===== src/rtl/stream_muxn_if.sv =====
// Handshake bundle for stream_muxn: N valid/ready input channels, one registered output stream.
interface stream_muxn_if #(
   parameter int unsigned WIDTH  = 32,
   parameter int unsigned NUM_IN = 4,
   parameter int unsigned SEL_W  = $clog2(NUM_IN)
) ();
   logic                    mode;
   logic [SEL_W-1:0]        sel;
   logic [NUM_IN*WIDTH-1:0] in_data;
   logic [NUM_IN-1:0]       in_valid;
   logic [NUM_IN-1:0]       in_ready;
   logic [WIDTH-1:0]        out_data;
   logic                    out_valid;
   logic                    out_ready;
   logic [SEL_W-1:0]        out_src;

   // Producer/consumer side that drives the mux
   modport master (
      output mode, sel, in_data, in_valid, out_ready,
      input  in_ready, out_data, out_valid, out_src
   );

   // Mux side
   modport slave (
      input  mode, sel, in_data, in_valid, out_ready,
      output in_ready, out_data, out_valid, out_src
   );
endinterface


===== src/rtl/stream_muxn.sv =====
// N:1 valid/ready stream mux with fixed-select or round-robin arbitration and one registered output stage.
// Optional STREAM_MUXN_STATS_EN adds a saturating accepted-transfer counter on port xfer_count.
module stream_muxn #(
   parameter int unsigned WIDTH  = 32,
   parameter int unsigned NUM_IN = 4,
   parameter int unsigned SEL_W  = $clog2(NUM_IN)
) (
   input  logic         clk,
   input  logic         rst,
   stream_muxn_if.slave bus
`ifdef STREAM_MUXN_STATS_EN
   ,
   output logic [15:0]  xfer_count
`endif
);

   logic [NUM_IN-1:0] grant_c;
   logic              found_c;
   logic              load_c;
   logic              xfer_c;
   logic [WIDTH-1:0]  win_data_c;
   logic [SEL_W-1:0]  win_src_c;

   logic              out_valid_q,  out_valid_d;
   logic [WIDTH-1:0]  out_data_q,   out_data_d;
   logic [SEL_W-1:0]  out_src_q,    out_src_d;
   logic [SEL_W-1:0]  last_grant_q, last_grant_d;

   // Grant: fixed index in mode 0, rotating priority starting after last_grant in mode 1
   always_comb begin
      grant_c = '0;
      found_c = 1'b0;
      if (bus.mode) begin
         for (int unsigned i = 0; i < NUM_IN; i++) begin
            if (!found_c && bus.in_valid[i] && (i > 32'(last_grant_q))) begin
               grant_c[i] = 1'b1;
               found_c    = 1'b1;
            end
         end
         for (int unsigned i = 0; i < NUM_IN; i++) begin
            if (!found_c && bus.in_valid[i] && (i <= 32'(last_grant_q))) begin
               grant_c[i] = 1'b1;
               found_c    = 1'b1;
            end
         end
      end else begin
         for (int unsigned i = 0; i < NUM_IN; i++) begin
            if (32'(bus.sel) == i) grant_c[i] = bus.in_valid[i];
         end
      end
   end

   // One-hot grant to winner data/index
   always_comb begin
      win_data_c = '0;
      win_src_c  = '0;
      for (int unsigned i = 0; i < NUM_IN; i++) begin
         if (grant_c[i]) begin
            win_data_c = bus.in_data[i*WIDTH +: WIDTH];
            win_src_c  = SEL_W'(i);
         end
      end
   end

   assign load_c       = ~out_valid_q | bus.out_ready;
   assign xfer_c       = load_c & (|grant_c) & ~rst;
   assign bus.in_ready = (load_c & ~rst) ? grant_c : '0;

   // Output stage next state; the pointer only advances on round-robin transfers
   always_comb begin
      out_valid_d  = out_valid_q;
      out_data_d   = out_data_q;
      out_src_d    = out_src_q;
      last_grant_d = last_grant_q;
      if (load_c) out_valid_d = |grant_c;
      if (xfer_c) begin
         out_data_d = win_data_c;
         out_src_d  = win_src_c;
         if (bus.mode) last_grant_d = win_src_c;
      end
   end

   always_ff @(posedge clk or posedge rst) begin
      if (rst) begin
         out_valid_q  <= 1'b0;
         out_data_q   <= '0;
         out_src_q    <= '0;
         last_grant_q <= SEL_W'(NUM_IN - 1);
      end else begin
         out_valid_q  <= out_valid_d;
         out_data_q   <= out_data_d;
         out_src_q    <= out_src_d;
         last_grant_q <= last_grant_d;
      end
   end

   assign bus.out_valid = out_valid_q;
   assign bus.out_data  = out_data_q;
   assign bus.out_src   = out_src_q;

`ifdef STREAM_MUXN_STATS_EN
   logic [15:0] xfer_count_q, xfer_count_d;

   // Accepted output beats, saturating
   always_comb begin
      xfer_count_d = xfer_count_q;
      if (out_valid_q && bus.out_ready && (xfer_count_q != 16'hFFFF))
         xfer_count_d = xfer_count_q + 16'd1;
   end

   always_ff @(posedge clk or posedge rst) begin
      if (rst) xfer_count_q <= '0;
      else     xfer_count_q <= xfer_count_d;
   end

   assign xfer_count = xfer_count_q;
`endif

endmodule


===== src/flat_wrapper.sv =====
// flat-port wrapper written by rule: the top's interface ports become plain ports
module stream_muxn_flat 
#(
   parameter int unsigned WIDTH  = 32,
   parameter int unsigned NUM_IN = 4,
   parameter int unsigned SEL_W  = $clog2(NUM_IN)
)
  (clk, rst, bus_mode, bus_sel, bus_in_data, bus_in_valid, bus_out_ready, bus_in_ready, bus_out_data, bus_out_valid, bus_out_src);
  stream_muxn_if #(.WIDTH(WIDTH), .NUM_IN(NUM_IN), .SEL_W(SEL_W)) bus_i ();
  input  logic clk;
  input  logic rst;
  input wire logic [$bits(bus_i.mode)-1:0] bus_mode;
  input wire logic [$bits(bus_i.sel)-1:0] bus_sel;
  input wire logic [$bits(bus_i.in_data)-1:0] bus_in_data;
  input wire logic [$bits(bus_i.in_valid)-1:0] bus_in_valid;
  input wire logic [$bits(bus_i.out_ready)-1:0] bus_out_ready;
  output wire logic [$bits(bus_i.in_ready)-1:0] bus_in_ready;
  output wire logic [$bits(bus_i.out_data)-1:0] bus_out_data;
  output wire logic [$bits(bus_i.out_valid)-1:0] bus_out_valid;
  output wire logic [$bits(bus_i.out_src)-1:0] bus_out_src;
  assign bus_i.mode = bus_mode;
  assign bus_i.sel = bus_sel;
  assign bus_i.in_data = bus_in_data;
  assign bus_i.in_valid = bus_in_valid;
  assign bus_i.out_ready = bus_out_ready;
  assign bus_in_ready = bus_i.in_ready;
  assign bus_out_data = bus_i.out_data;
  assign bus_out_valid = bus_i.out_valid;
  assign bus_out_src = bus_i.out_src;
  stream_muxn #(.WIDTH(WIDTH), .NUM_IN(NUM_IN), .SEL_W(SEL_W)) u_core (.clk(clk), .rst(rst), .bus(bus_i));
endmodule

===== config.mk =====
export PLATFORM = sky130hd
export DESIGN_NAME = stream_muxn_flat
export DESIGN_NICKNAME = d
export VERILOG_FILES = /design/src/rtl/stream_muxn_if.sv /design/src/rtl/stream_muxn.sv /design/src/flat_wrapper.sv
export SDC_FILE = /design/constraint.sdc
export NUM_CORES = 1
export LEC_CHECK = 0
export BUFFER_PORTS_ARGS = -buffer_cell sky130_fd_sc_hd__buf_2
export CAP_MARGIN = 5
export CORE_AREA = 2 2 112 82
export CTS_BUF_LIST = sky130_fd_sc_hd__clkbuf_4 sky130_fd_sc_hd__clkbuf_8
export CTS_CLUSTER_DIAMETER = 80
export CTS_CLUSTER_SIZE = 14
export DETAILED_ROUTE_END_ITERATION = 6
export DIE_AREA = 0 0 114 84
export GPL_TIMING_DRIVEN = 0
export MAX_ROUTING_LAYER = met4
export PLACE_DENSITY = 0.77
export SLEW_MARGIN = 15
export SYNTH_ARGS = -nofsm -noshare
export SYNTH_HDL_FRONTEND = slang
export SYNTH_SLANG_ARGS = --single-unit

===== constraint.sdc =====
create_clock -name clk -period 2.9 [get_ports clk]
set_input_delay 0.29 -clock clk [delete_from_list [all_inputs] [get_ports clk]]
set_output_delay 0.29 -clock clk [all_outputs]
set_load 0.05 [all_outputs]

Yosys cells after proc, flatten, opt, wreduce, memory -nomap -nowiden
Cells that the tools add are included.
{ "word_totals": {"out_inout_bits": 39, "inputBits": 138, "ff_bits": 37} }
{ "classes": {"magnitude_cmp": 6, "n_reduce_logical": 21, "mux": 31, "n_eq_ne": 3, "bitwise": 6} }
{ "op_table": {"columns": ["op", "n"], "rows": [
  ["$mux 32", 4],
  ["$mux 1", 23],
  ["$logic_and 1x1->1", 12],
  ["$mux 4", 2],
  ["$logic_not 1->1", 6],
  ["$eq 2x2->1 const B", 2],
  ["$gt 2x2->1 const A", 2],
  ["$le 2x2->1 const A", 2],
  ["$mux 2", 2],
  ["$reduce_or 4->1", 1],
  ["$and 1x1->1", 3],
  ["$eq 2x1->1 const B", 1],
  ["$gt 1x2->1 const A", 1],
  ["$le 1x2->1 const A", 1],
  ["$logic_not 2->1", 1],
  ["$not 1->1", 2],
  ["$reduce_and 2->1", 1],
  ["$or 1x1->1", 1]
]} }

Longest topological paths before layout
{ "depth": {"ltp_word": 37, "depth_mapped": 8, "depth_no_buf": 5} }

Worst setup path after synthesis
OpenSTA, ideal clock, no wires.
{ "synth_path": {"path_kind": "input -> output", "from": "input port rst", "to": "output port bus_in_ready[0]", "n_path_buf": 1, "path_stages": 4, "arrival_ns": 2.456, "path_slack_ns": 0.154, "cell_sequence": "inv_1 nand2_1 clkbuf_1 nor2_1"} }
{ "synth_between": {"elab_chain_cells": 3} }
{ "synth_rtl": {"columns": ["element", "line", "rtl"], "rows": [
  ["start: declaration", "flat_wrapper.sv:11", "input logic rst;"],
  ["$not 1->1", "stream_muxn.sv:67", "assign bus.in_ready = (load_c & ~rst) ? grant_c : '0;"],
  ["$and 1x1->1", "stream_muxn.sv:67", null],
  ["$mux 4", "stream_muxn.sv:67", null],
  ["end: declaration", "flat_wrapper.sv:17", "output wire logic [$bits(bus_i.in_ready)-1:0] bus_in_ready;"]
]} }
No other way between the ends.

Final worst setup path
Ends and elaborated chain as after synthesis.

==> impl_metrics.yaml <==
clock_tree:
  cts_htree_levels: 2
  cts.clk_slew.worst_paths_ns: 0.07
  cts_root_buffer: "clkbuf_8"
  cts_buffers: 5
  cts_tree: "yes"
  clock_path_buffers: 2
  clkLatencyLatePin_ns: 0.30
  cts_setup_buffers: 0
  clock-sinks: 37
detailed_routing:
  num_vias: 3613
  drtPass1Iterations: 5
  ant_nets: 0
  vias_per_cell: 5.74
  drc: 0
  wl_mm: 11.5
  post_drt_wl_per_cell_um: 18.3
  drtIter0Drc: 203
logic_synthesis:
  synth_edf_count: 0
  synth_common_cells: "35 x dfrtp_1, 35 x inv_1, 29 x clkbuf_1"
  synth-xor-area-share_pct: 0
  yosysTopAreaCell: "dfrtp_1"
  syn_inst: 336
  synth_top_family_by_area: "simple AND/OR/NAND/NOR gates"
  yosysWarningCount: 0
  synth_cell_types: 40
  synth_compound_area_share_pct: 25.2
  synth_top_flop_cell: "dfrtp_1"
  netlist_area_sq_um: 2910
  avgSynthCellArea_sq_um: 8.65
  synth.area.top_cells: "dfrtp_1 30%, a32oi_1 6.0%, and4_1 6.0%"
  ys_seq_area_share_pct: 32.0
  synthAdderAreaFrac_pct: 0
  yosysTopAreaCellShare_pct: 30.1
  yosys-mux-area-fraction_pct: 6.33
  async_flop_share_pct: 100
  syn-num-nets: 474
  yosys.area_share.simple_pct: 26.5
  ys_ff_latch: 37
die:
  start_util_pct: 33.6
  core_sq_um: 8640
  die_x_um: 114
  die_h_um: 84
  dieArea_sq_um: 9580
  num_io_pins: 177
  rows: 29
setup_path:
  cp.arrival_ns: 2.42
  cp-start-kind: "primary input"
  critPathCaptureType: "output pin"
  cp.required_ns: 2.61
  r2r_slack_ns: 0.47
  worstSetupPathType: "primary input to output pin"
  cp_max_fo: 25
grt:
  grt_max_degree: 26
  grt_pass1_vias: 3592
  grtUsageTotal_pct: 24.0
  grt-ovfl-total: 0
  grt_first_pass_wirelength_mm: 17.6
  grt_antenna_before_repair: 0
status:
  status: "finished, final reports clean"
worst_hold_path:
  hold_path_class: "primary input to register"
pwr:
  sequentialPowerShare_pct: 26.7
  p_comb_share_pct: 61.3
  clockPowerShare_pct: 11.9
  p_per_area_nw_per_um2: 853
  switching_share_pct: 53.8
  ir_drop_mv: 0.467
  p_sw_mw: 1.86
  internal_power_mw: 1.60
  leakage_nw: 2.03
final_layout:
  antenna_cells: 0
  drive_above_1_share_pct: 41.5
  final_nets: 658
  area_delta_synth_final_pct: 39.6
sta:
  fin_crit_ns: 2.71
  relSlewSlack_pct: 52.8
  finalSetupTns_ns: 0
  min_period_over_period_pct: 93.5
  hold_violations: 0
  rsz0062_at_grt: "no"
  final_max_slew_viol_count: 0
  skew_ns: 0.00430
  whs_ns: 0.339
  worst_pin_slew_ns: 0.706
  max_freq_ghz: 0.369
  finalSetupViolations: 0
place:
  post-dp-hpwl_mm: 8.64
  place.gp.congestion: 0.920
  io_buffers: 175
run:
  cap_violations: 0
-- power groups by stage --
| stage | registers (mW) | logic [mW] | clock network (mW) |
|---|---|---|---|
| final | 0.925 | 2.12 | 0.413 |
| after global routing | 0.952 | 2.24 | 0.448 |
| after CTS | 0.920 | 2.12 | 0.428 |
| after detailed placement | 0.920 | 2.12 | 0 |
| after global placement | 0.917 | 2.07 | 0 |
| after floorplan | 1.73 | 0.713 | 0 |
-- per-stage QoR --
stage | instances | util (%) | power [mW] | worst slack (ns) | instance area, sq um
detailed placement | 620 | 45.6 | 3.04 | 0.400 | 3940
finish | 629 | 47.0 | 3.46 | 0.189 | 4060
CTS | 629 | 46.9 | 3.47 | 0.0660 | 4050
global placement | 619 | 45.3 | 2.99 | -0.378 | 3920
global route | 629 | 47.0 | 3.64 | 0.0540 | 4060
floorplan | 336 | - | 2.45 | 0.154 | 2910
-- placed cells by master, fill, tap and decap left out, types with 5 or more instances in the layout --
master	netlist	layout
o31ai_1	21	21
clkbuf_8	0	7
mux2_4	10	10
dfrtp_1	35	35
buf_2	4	179
nor2b_1	5	5
inv_1	35	34
a32oi_1	20	20
clkbuf_1	29	27
and3_1	20	20
nand4_1	13	13
o2111ai_1	12	12
a21oi_1	23	23
nand3_1	27	27
nand3b_1	20	20
and4_1	20	20
-- sequential cells by signal, indices dropped and copies added, names as in the netlist --
signal	cells
u_core.bus.out_data	32
u_core.bus.out_src	2
u_core.last_grant_q	2
u_core.bus.out_valid	1
-- path summary, 6_finish.rpt --
| path | cells past startpoint | end | from |
|---|---|---|---|
| max in group asynchronous | 4 | u_core.last_grant_q[1] | rst |
| worst min register to register | 1 | u_core.bus.out_src[1] | u_core.bus.out_src[1] |
| worst max register to register | 7 | u_core.bus.out_data[5] | u_core.last_grant_q[0] |
| worst min-delay path | 3 | u_core.bus.out_valid | bus_out_ready |
| min in group asynchronous | 3 | u_core.bus.out_data[23] | rst |
| worst max-delay path | 8 | bus_in_ready[0] | rst |
-- per-layer routing --
metal  share of wire, %  global-route usage (%)  vias to the layer above
met4               0.72                    5.99                        0
met3                8.1                    3.92                        8
met1                 44                    30.7                     1741
li1                   -                       -                     1655
met5                  0                       -                        -
met2                 47                    39.7                      209
-- critical path, stage by stage --
cell	delay, ns
dlygate4sd3_1	0.55
buf_2	0.13
clkinv_2	0.21
buf_12	0.23
nand2_1	0.23
clkbuf_2	0.30
nor2_1	0.18
buf_2	0.28
-- area by class of cell --
type	count	area [sq um]
multi-input combinational	227	1690
buffer	37	161
timing repair buffer	177	906
clock inverter	1	5.00
sequential	37	928
tap	108	135
fill	819	4580
clock buffer	7	96.3
inverter	35	133
-- logic make-up (layout without fill, tap and decap cells) --
logic type             count (synthesis)  after routing
AOI/OAI and AO/OA                     94             94
buffers and inverters                 72            257
muxes                                 13             13
DFF                                   37             37
and+or+nand+nor                      120            120
-- what timing repair did --
| action | CTS | global route |
|---|---|---|
| endpoints found under the setup margin | 0 | 2 |
| hold buffers | 1 | 0 |
| hold endpoints to repair | 14 | 0 |
| gates resized for setup | 0 | 6 |
Note: power is estimated with default switching activity, not from simulation.
